==> src/rtl/stream_demux_1x8.sv <==
// 1-to-8 stream demultiplexer: one holding register per channel, destination
// chosen by in_sel or a round-robin pointer, plus an accepted-word counter.

module stream_demux_1x8_chan #(
   parameter int DW = 8
) (
   input  logic          clk,
   input  logic          rst,
   input  logic          load,
   input  logic [DW-1:0] load_data,
   input  logic          take,
   output logic          valid,
   output logic [DW-1:0] data
);
   logic          valid_q, valid_d;
   logic [DW-1:0] data_q, data_d;

   // A load on the same edge as a drain replaces the word and keeps valid set.
   always_comb begin
      valid_d = valid_q;
      data_d  = data_q;
      if (load) begin
         valid_d = 1'b1;
         data_d  = load_data;
      end else if (valid_q && take) begin
         valid_d = 1'b0;
      end
   end

   always_ff @(posedge clk) begin
      if (rst) begin
         valid_q <= 1'b0;
         data_q  <= '0;
      end else begin
         valid_q <= valid_d;
         data_q  <= data_d;
      end
   end

   assign valid = valid_q;
   assign data  = data_q;
endmodule

module stream_demux_1x8 #(
   parameter int DW = 8
) (
   input  logic            clk,
   input  logic            rst,
   input  logic            in_valid,
   output logic            in_ready,
   input  logic [DW-1:0]   in_data,
   input  logic [2:0]      in_sel,
   input  logic            rr_mode,
   output logic [7:0]      out_valid,
   input  logic [7:0]      out_ready,
   output logic [8*DW-1:0] out_data,
   output logic [2:0]      rr_ptr,
   output logic [15:0]     xfer_cnt
);
   logic [2:0]  rr_ptr_q, rr_ptr_d;
   logic [15:0] xfer_cnt_q, xfer_cnt_d;
   logic [2:0]  tgt;
   logic        xfer;
   logic [7:0]  load;

   // Round-robin never skips a busy channel; it stalls on it instead.
   always_comb begin
      tgt        = rr_mode ? rr_ptr_q : in_sel;
      in_ready   = !rst && (!out_valid[tgt] || out_ready[tgt]);
      xfer       = in_valid && in_ready;
      load       = '0;
      load[tgt]  = xfer;
      rr_ptr_d   = rr_ptr_q;
      xfer_cnt_d = xfer_cnt_q;
      if (xfer) begin
         xfer_cnt_d = xfer_cnt_q + 16'd1;
         if (rr_mode) rr_ptr_d = rr_ptr_q + 3'd1;
      end
   end

   always_ff @(posedge clk) begin
      if (rst) begin
         rr_ptr_q   <= '0;
         xfer_cnt_q <= '0;
      end else begin
         rr_ptr_q   <= rr_ptr_d;
         xfer_cnt_q <= xfer_cnt_d;
      end
   end

   for (genvar k = 0; k < 8; k++) begin : g_chan
      stream_demux_1x8_chan #(.DW(DW)) u_chan (
         .clk       (clk),
         .rst       (rst),
         .load      (load[k]),
         .load_data (in_data),
         .take      (out_ready[k]),
         .valid     (out_valid[k]),
         .data      (out_data[k*DW +: DW])
      );
   end

   assign rr_ptr   = rr_ptr_q;
   assign xfer_cnt = xfer_cnt_q;
endmodule

==> config.mk <==
export PLATFORM = sky130hd
export DESIGN_NAME = stream_demux_1x8
export DESIGN_NICKNAME = d
export VERILOG_FILES = /design/src/rtl/stream_demux_1x8.sv
export SDC_FILE = /design/constraint.sdc
export NUM_CORES = 1
export LEC_CHECK = 0
export CORE_MARGIN = 5
export CORE_UTILIZATION = 53
export CTS_BUF_LIST = sky130_fd_sc_hd__clkbuf_2 sky130_fd_sc_hd__clkbuf_4 sky130_fd_sc_hd__clkbuf_8
export DETAILED_ROUTE_END_ITERATION = 10
export HOLD_SLACK_MARGIN = 0.03
export PLACE_DENSITY_LB_ADDON = 0.2
export SYNTH_ARGS = -nofsm -noshare
export SYNTH_HDL_FRONTEND = slang
export SYNTH_SLANG_ARGS = --single-unit
==> constraint.sdc <==
create_clock -name clk -period 6.55 [get_ports clk]
set_clock_uncertainty 0.2 [all_clocks]
set_input_delay 1.31 -clock clk [delete_from_list [all_inputs] [get_ports clk]]
set_output_delay 1.31 -clock clk [all_outputs]
set_load 0.02 [all_outputs]
# ---- Word-level counts from Yosys, hierarchy flattened
# Cells that the tools add are included.
dict set report totals {
  register_bits 91
  in_bits 23
  output_inout_bits 92
  word_cells 69
}
dict set report classes {
  add_sub_neg 2
  n_lt_le_gt_ge 2
  muxes 23
  n_bitwise 1
  reduce_logical 23
}
# op count
set ops {}
lappend ops {{$mux W1} 19}
lappend ops {{$add A16 B1 Y16 const B} 1}
lappend ops {{$reduce_bool A2 Y1} 8}
lappend ops {{$logic_and A1 B1 Y1} 11}
lappend ops {{$and A8 B8 Y8} 1}
lappend ops {{$bmux W1 S3} 2}
lappend ops {{$lt A3 B4 Y1 const B} 1}
lappend ops {{$add A3 B1 Y3 const B} 1}
lappend ops {{$demux W1 S3} 1}
lappend ops {{$ge A3 B1 Y1 const B} 1}
lappend ops {{$mux W3} 1}
lappend ops {{$logic_not A1 Y1} 2}
lappend ops {{$reduce_and A2 Y1} 1}
lappend ops {{$logic_or A1 B1 Y1} 1}

# ---- Logic depth before layout (Yosys ltp)
# Gate-level depths: netlist of run 1.
dict set report logic_depth {
  depth_word 9
  mapped_depth 8
  ltp_nobuf 7
}

# ---- By module
# From an unflattened synthesis of run 1, not the netlist that was laid out.
dict set report unflattened {
  hier_cells 386
  area_unflattened_um2 3862.5
}
# mod instances cells_per_inst area_each_um2 seq_area_each_um2
set modules_own_cells {}
lappend modules_own_cells {stream_demux_1x8_chan 8 30 321.6 180.2}
lappend modules_own_cells {stream_demux_1x8 1 146 1290.0 380.4}

# ---- Least setup slack after synthesis of run 1
# OpenSTA, ideal clock, no wires.
dict set report synth_timing {
  kind {input to output}
  start {input rr_mode}
  end {output in_ready}
  t_arrival_ns 2.808
  required_ns 5.040
  slack_ns 2.232
  stages 7
  path_buffers 2
  cell_sequence {buf_6 > mux2i_4 > mux2i_1 > o211a_1 > o21ai_1 > buf_2 > a21oi_1}
}
dict set report synth_via {
  elab_chain_cells 6
  word_cells_on_any_way 8
  classes_between {5 x mux; 3 x reduce/logical}
}
# item line
set synth_lines {}
lappend synth_lines {{start, declared} 53} ;# input logic rr_mode,
lappend synth_lines {{$mux W3 *} 68} ;# tgt = rr_mode ? rr_ptr_q : in_sel;
lappend synth_lines {{$bmux W1 S3} 69} ;# in_ready = !rst && (!out_valid[tgt] || out_ready[tgt]);
lappend synth_lines {{$mux W1 (not written as such)} 69}
lappend synth_lines {{$logic_not A1 Y1} 69}
lappend synth_lines {{$logic_or A1 B1 Y1 *} 69}
lappend synth_lines {{$logic_and A1 B1 Y1 *} 69}
lappend synth_lines {{end, declared} 50} ;# output logic in_ready,
# Mark *: on every way between the ends. The rest lies on a longest branch, timed or not. The select of a mux whose other input is x is not followed.

# ---- Worst setup path after layout of run 1
# Same ends and word-level chain as after synthesis.

==> results of run 1 <==
## flip-flops by register name, indices dropped and copies added (netlist names)
register             count
g_chan.u_chan.data      64
xfer_cnt                16
g_chan.u_chan.valid      8
rr_ptr                   3
## through the flow
step	std cells	hold slack (ns)	total power [uW]	setup WS [ns]	utilization
CTS	626	0.283	1060	1.05	0.717
global route	626	0.314	1100	0.885	0.717
finish	626	0.282	1050	1.06	0.717
floorplan	414	0.262	663	2.23	-
global placement	610	0.261	715	1.09	0.694
detailed placement	610	0.265	717	1.05	0.694
## area by class of cell
class	count	area [um^2]	share of cell area
Sequential cell	91	1820	0.332
Clock buffer	11	145	0.0265
Tap cell	102	128	0.0233
Multi-Input combinational cell	277	2080	0.379
Timing Repair Buffer	125	1220	0.222
Clock inverter	5	37.5	0.00684
Inverter	15	56.3	0.0103
## tightest hold or removal path: stages (launching register included)
cell and delay (ns):
dfxtp_1 0.32, nand2b_1 0.06, mux2i_1 0.06
## cell families after synthesis
family,count (synthesis)
AND/OR/NAND/NOR,139
buffers and inverters,46
flip-flops,91
AO/OA/AOI/OAI,43
adder cells (fa/ha/maj),2
multiplexers,93
## worst max-delay path by stage
stage,to,depth (start not counted),startpoint,slack [ns]
finish,in_ready,8,rr_mode,1.06
global route,in_ready,8,rr_mode,0.88
CTS,in_ready,8,rr_mode,1.05
detailed placement,in_ready,8,rr_mode,1.05
global placement,in_ready,7,rr_mode,1.09
floorplan,in_ready,7,rr_mode,2.23
## Yosys cell counts, types with 7 or more instances
master      n  area share
nor2b_1     9       0.014
a2111oi_0   7       0.015
inv_1      15       0.014
buf_4       8       0.015
nand3_1     9       0.011
buf_2      10       0.012
clkbuf_1   10      0.0091
mux2i_1    73        0.18
mux2_1     10       0.027
nand2_1    10      0.0091
nand2b_1   44       0.067
dfxtp_1    91        0.44
a21oi_1    18       0.022
nor2_1     56       0.051
## layer usage
layer | track usage | up-vias | share of wire
met2 | 0.341 | 78 | 0.47
met4 | 0.0543 | 0 | 0.011
li1 | - | 1610 | -
met3 | 0.0721 | 8 | 0.066
met5 | 0 | - | 0
met1 | 0.253 | 1556 | 0.45
## power by group through the flow
stage                     Combinational, uW  Sequential [uW]  Clock (uW)
after detailed placement                134              584           0
after global placement                  131              583           0
after global routing                    144              573         384
after CTS                               134              571         356
final                                   133              571         349
after floorplan                        69.5              593           0
==> results.md, run 1 <==
- Drt wl/cell: 15.7 um
- Inserted Diodes: 0
- Largest family of logic cells by synthesized area: multiplexers
- Yosys reg bits: 91
- IO Pins: approximately 120
- Syn_nets: 439
- First-pass GRT wire length: between 15000 and 20000 um
- R2R depth: 7
- Sink Count: 91
- Worst-Margin Slew: around 0.94 ns
- Gate power share: 0.127
- Initial antenna violation count: 0
- Clk_lat worst skew: between 0.3 and 0.4 ns
- Drt drc: 0
- Core area: ~7600 um^2
- Reg-to-reg setup timing slack: about 4.0 ns
- Internal power: 779 uW
- Warnings from Yosys: 0
- Status: finished clean
- Most used cell along the critical path: clkdlybuf4s50_1
- CTS resizes: 0
- Top FF cell, synth: dfxtp_1
- Crit end category: primary output
- FF-to-FF End: xfer_cnt[9]$_SDFFE_PP0P_
- WL final: about 9900 um
- Num CTS Buffers: 9
- Final Instance Area: about 5500 um^2
- Setup Fix Bufs, Post-CTS: 0
- Placer's final routability congestion estimate: 0.891
- Post-Syn Area per Cell: roughly 10 um^2
- Relative slew slack: 0.375
- Largest net degree at the start of global routing: 109
- CTS Root Buffer Type: clkbuf_8
- WS Path Type: input port to primary output
- Min-delay worst type: flop to flop
- WHS Endpoint: g_chan[4].u_chan.data[2]$_SDFFE_PP0P_
- Peak supply drop: about 0.12 mV
- Synthesized instance count: approximately 410
- Fin crit share: 0.838
- Post-synth cell types: 40
- Adder and majority gate portion of the synthesized area: 0.00608
- Vias/cell: 5.19
- Die Y: 98.1 um
- Worst Path Buf+Inv: 3
- Post-synthesis mux area share: 0.245
- Bufs on Longest Clock Path: 2
- Max-cap violations: 0
- Vias in the first global route: approximately 3300
- Setup_tns: 0 ns
- Sw frac: 0.260
- Switching Power: between 200 and 300 uW
- DR vias: 3252
- Setup-failing EPs final: 0
- Synth Cell Area: 4110 um^2
- Fillers: 560
- Ratio of cells with drive above 1 in the final layout: 0.0992
- # hold bufs at CTS: 0
- Die area: 9620 um^2
- Hold path startpoint: g_chan[4].u_chan.data[2]$_SDFFE_PP0P_
- Final Net Count: between 500 and 600
- Clock slew at reported path FFs: roughly 0.090 ns
- Commonest non-fill, non-tap cell in the layout: clkdlybuf4s50_1
- RSZ-0062 raised after global routing: false
- Cell Pwr Density: between 150 and 200 nW/um^2
- XOR/XNOR share of the synthesized area: 0
- Area grow syn2layout: 33.4%
- Seq/Total Area, Yosys: 0.443
- Final ANT Viol Nets: 0
- Data arrival, critical path: around 4.0 ns
- Initial core utilization: 0.538
- Post-synth EDFFs: 0
- Static leakage: between 0.002 and 0.0025 uW
- Placed Instance Area: between 5000 and 6000 um^2
- Most frequent cells in the layout: 113 x clkdlybuf4s50_1, 91 x dfxtp_1, 73 x mux2i_1, 56 x nor2_1, 44 x nand2b_1
- Drt first-iter violations: 112
- CTS tree: yes
- # rows: 32
- Die width: around 98 um
- CP delay by family, top: buffers and inverters
- Critical path data required time: approximately 5.0 ns
- Max Fanout on Critical Path: 13
- R2R Path Start: rr_ptr[2]$_SDFFE_PP0P_
- CP startpoint kind: input port
- F_max: approximately 180 MHz
- Depth of the worst hold-timing path: 2
- Critical-path top delay cell: clkdlybuf4s50_1
- Final hold violation count: 0
- Final slew viol count: 0
- First-pass detailed-route iteration total: 4
- Seq pwr share: 0.542
- Final HPWL from detailed placement: around 7200 um
- Tmin final: roughly 5.5 ns
- Crit path cell chain: clkdlybuf4s50_1 > mux2i_4 > mux2i_1 > o211a_1 > o21ai_1 > buf_4 > a21oi_1 > clkdlybuf4s50_1
- Clock power share: 0.331
- Largest stage delay, worst path: roughly 0.75 ns
- Compound-Gate Fraction of Synth Area: 0.0758
- Global route total overflow: 0
- Total track usage: 0.205
- Buffers on Ports: approximately 110
- Synth async-reset ratio: 0
- Post-synthesis simple-gate area fraction: 0.172
- H-tree depth: 3
Note: power is estimated with default switching activity, not from simulation.
==> inputs of run 2 (changes only) <==
--- a/config.mk
+++ b/config.mk
@@ -6,7 +6,7 @@
 export NUM_CORES = 1
 export LEC_CHECK = 0
 export CORE_MARGIN = 5
-export CORE_UTILIZATION = 53
+export CORE_UTILIZATION = 50
 export CTS_BUF_LIST = sky130_fd_sc_hd__clkbuf_2 sky130_fd_sc_hd__clkbuf_4 sky130_fd_sc_hd__clkbuf_8
 export DETAILED_ROUTE_END_ITERATION = 10
 export HOLD_SLACK_MARGIN = 0.03
==> constraint.sdc (replaced) <==
create_clock -name clk -period 5.6 [get_ports clk]
set_clock_uncertainty 0.2 [all_clocks]
set_input_delay 1.12 -clock clk [delete_from_list [all_inputs] [get_ports clk]]
set_output_delay 1.12 -clock clk [all_outputs]
set_load 0.02 [all_outputs]
==> run 2 against run 1 <==
Effect of this change: design area about the same; combinational power increased by 18%; first-iteration DRC count decreased by 1.8%; critical endpoint unchanged; largest cell class unchanged.
==> results.md, run 2 (synthesis results as in run 1) <==
- Most frequent cells in the layout: 113 x clkdlybuf4s50_1, 91 x dfxtp_1, 73 x mux2i_1, 56 x nor2_1, 44 x nand2b_1 (unchanged)
- Relative slew slack: 0.533 (was 0.375)
- Bufs on Longest Clock Path: 2 (unchanged)
- Cell Pwr Density: 226 nW/um^2 (was 192 nW/um^2)
- Max Fanout on Critical Path: 8 (was 13)
- CTS Root Buffer Type: clkbuf_8 (unchanged)
- Pre-CTS setup slack: 0.616 ns (was 1.05 ns)
- F_max: 199 MHz
- Worst Path Buf+Inv: 2 (was 3)
- Worst Setup Slack, final: 0.576 ns (was 1.06 ns)
- Die width: 101 um (was 98.1 um)
- Final slew viol count: 0 (unchanged)
- Core area: 8130 um^2 (was 7650 um^2)
- Crit end category: primary output (unchanged)
- CTS tree: yes (unchanged)
- CP delay by family, top: buffers and inverters (unchanged)
- Peak supply drop: 0.125 mV (was 0.121 mV)
- CP startpoint kind: input port (unchanged)
- Critical path data required time: 4.28 ns (was 5.04 ns)
- Largest stage delay, worst path: 0.76 ns (was 0.75 ns)
- IO Pins: 115 (unchanged)
- Setup Fix Bufs, Post-CTS: 0 (unchanged)
- RSZ-0062 raised after global routing: false (unchanged)
- Clock slew at reported path FFs: 0.09 ns (about the same)
- H-tree depth: 3 (unchanged)
- WL final: 10000 um (was 9860 um)
- Min-delay worst type: flop to flop (unchanged)
- Final ANT Viol Nets: 0 (unchanged)
- Initial core utilization: 0.506 (was 0.538)
- Tmin final: 5.02 ns
- Buffers on Ports: 114 (unchanged)
- Clk_lat worst skew: 0.35 ns (about the same)
- First-pass detailed-route iteration total: 4 (unchanged)
- Max-cap violations: 0 (unchanged)
- Vias in the first global route: 3309 (was 3327)
- R2R Path Start: rr_ptr[2]$_SDFFE_PP0P_ (unchanged)
- # rows: 33 (was 32)
- Hold path startpoint: g_chan[5].u_chan.data[7]$_SDFFE_PP0P_ (was g_chan[4].u_chan.data[2]$_SDFFE_PP0P_)
- DR vias: 3265 (was 3252)
- Static leakage: 0.00219 uW (was 0.00220 uW)
- CTS resizes: 0 (unchanged)
- # hold bufs at CTS: 0 (unchanged)
- Global route total overflow: 0 (unchanged)
- Setup-failing EPs final: 0 (unchanged)
- Drt drc: 0 (unchanged)
- Depth of the worst hold-timing path: 2 (unchanged)
- FF-to-FF End: xfer_cnt[15]$_SDFFE_PP0P_ (was xfer_cnt[9]$_SDFFE_PP0P_)
- Initial antenna violation count: 0 (unchanged)
- WS Path Type: input port to primary output (unchanged)
- Critical-path top delay cell: clkdlybuf4s50_1 (unchanged)
- Setup_tns: 0 ns (unchanged)
- Inserted Diodes: 0 (unchanged)
- Status: finished clean (unchanged)
- Post-placement cell count: 613 (was 610)
- Final HPWL from detailed placement: 7300 um (was 7160 um)
- Crit path cell chain: clkdlybuf4s50_1 > mux2i_4 > mux2i_1 > o211a_1 > o21ai_1 > a21oi_1 > clkdlybuf4s50_1 (was clkdlybuf4s50_1 > mux2i_4 > mux2i_1 > o211a_1 > o21ai_1 > buf_4 > a21oi_1 > clkdlybuf4s50_1)
- Fin crit share: 0.897
- Total track usage: 0.202 (was 0.205)
- Area grow syn2layout: 33.5% (was 33.4%)
- Commonest non-fill, non-tap cell in the layout: clkdlybuf4s50_1 (unchanged)
- Fin cells: 629 (was 626)
- Die area: 10100 um^2 (was 9620 um^2)
- Reg-to-reg setup timing slack: 3.03 ns (was 4.00 ns)
- Final Net Count: 544 (unchanged)
- Drt first-iter violations: 110 (was 112)
- Die Y: 101 um (was 98.1 um)
- Final hold violation count: 0 (unchanged)
- Largest net degree at the start of global routing: 83 (was 109)
- Most used cell along the critical path: clkdlybuf4s50_1 (unchanged)
- Vias/cell: 5.19 (about the same)
- Placer's final routability congestion estimate: 0.876 (was 0.891)
- WHS Endpoint: g_chan[5].u_chan.data[7]$_SDFFE_PP0P_ (was g_chan[4].u_chan.data[2]$_SDFFE_PP0P_)
- R2R depth: 7 (unchanged)
- Data arrival, critical path: 3.70 ns (was 3.98 ns)
- First-pass GRT wire length: 16400 um (was 16300 um)
- Critical Path Source: rr_mode (unchanged)
- Sink Count: 91 (unchanged)
- Ratio of cells with drive above 1 in the final layout: 0.0992 (unchanged)
- Num CTS Buffers: 9 (unchanged)
- Drt wl/cell: 15.9 um (was 15.7 um)
- Max reg flops: 64 (unchanged)
- Worst-Margin Slew: 0.701 ns (was 0.938 ns)
[run 2: how the worst max path moves through the flow]
stage / to / slack (ns) / depth (start not counted)
after floorplan: in_ready / 1.66 / 7
after global placement: in_ready / 0.67 / 7
after detailed placement: in_ready / 0.62 / 7
after CTS: in_ready / 0.60 / 7
after global routing: in_ready / 0.45 / 7
final: in_ready / 0.58 / 7
[run 2: cell type report]
cell class / instances / area (um^2)
fill: 671 / 2650
multi-input combinational: 277 / 2080
sequential: 91 / 1820
timing repair buffer: 125 / 1220
clock buffer: 10 / 131
tap: 105 / 131
inverter: 15 / 56.3
clock inverter: 6 / 50.0
[run 2: metal layers]
metal,GRT usage,share of wire,up-vias
met2,0.326,0.48,78
met3,0.0734,0.071,14
met5,0,0,-
met1,0.254,0.44,1567
li1,-,-,1606
met4,0.0601,0.013,0
[run 2: through the flow]
step | hold WS (ns) | cell area (um^2) | utilization | power, uW
after floorplan | 0.262 | 4110 | - | 775
after global placement | 0.263 | 5310 | 0.653 | 838
after detailed placement | 0.269 | 5310 | 0.653 | 841
after CTS | 0.285 | 5490 | 0.675 | 1250
after global routing | 0.306 | 5490 | 0.675 | 1300
final | 0.283 | 5490 | 0.675 | 1240
[run 2: worst register-to-register path: cells and delay by family, from the launching register on]
kind	cells	cell delay [ns]
compound gates	3	0.75
mux	3	0.86
buf+inv	1	0.20
flops	1	0.45
[run 2: power breakdown]
part	leakage [uW]	switching [uW]	internal, uW
combinational	0.00138	84.9	72.2
sequential	0.000735	9.43	658
clock	0.0000805	244	171
total	0.00219	339	902
==> inputs of run 3 (changes only) <==
--- a/config.mk
+++ b/config.mk
@@ -8,6 +8,7 @@
 export CORE_MARGIN = 5
 export CORE_UTILIZATION = 50
 export CTS_BUF_LIST = sky130_fd_sc_hd__clkbuf_2 sky130_fd_sc_hd__clkbuf_4 sky130_fd_sc_hd__clkbuf_8
+export CTS_CLUSTER_DIAMETER = 30
 export DETAILED_ROUTE_END_ITERATION = 10
 export HOLD_SLACK_MARGIN = 0.03
 export PLACE_DENSITY_LB_ADDON = 0.2
==> results of run 3 <==
No change in the layout: final DEF, timing and power equal those of run 2.
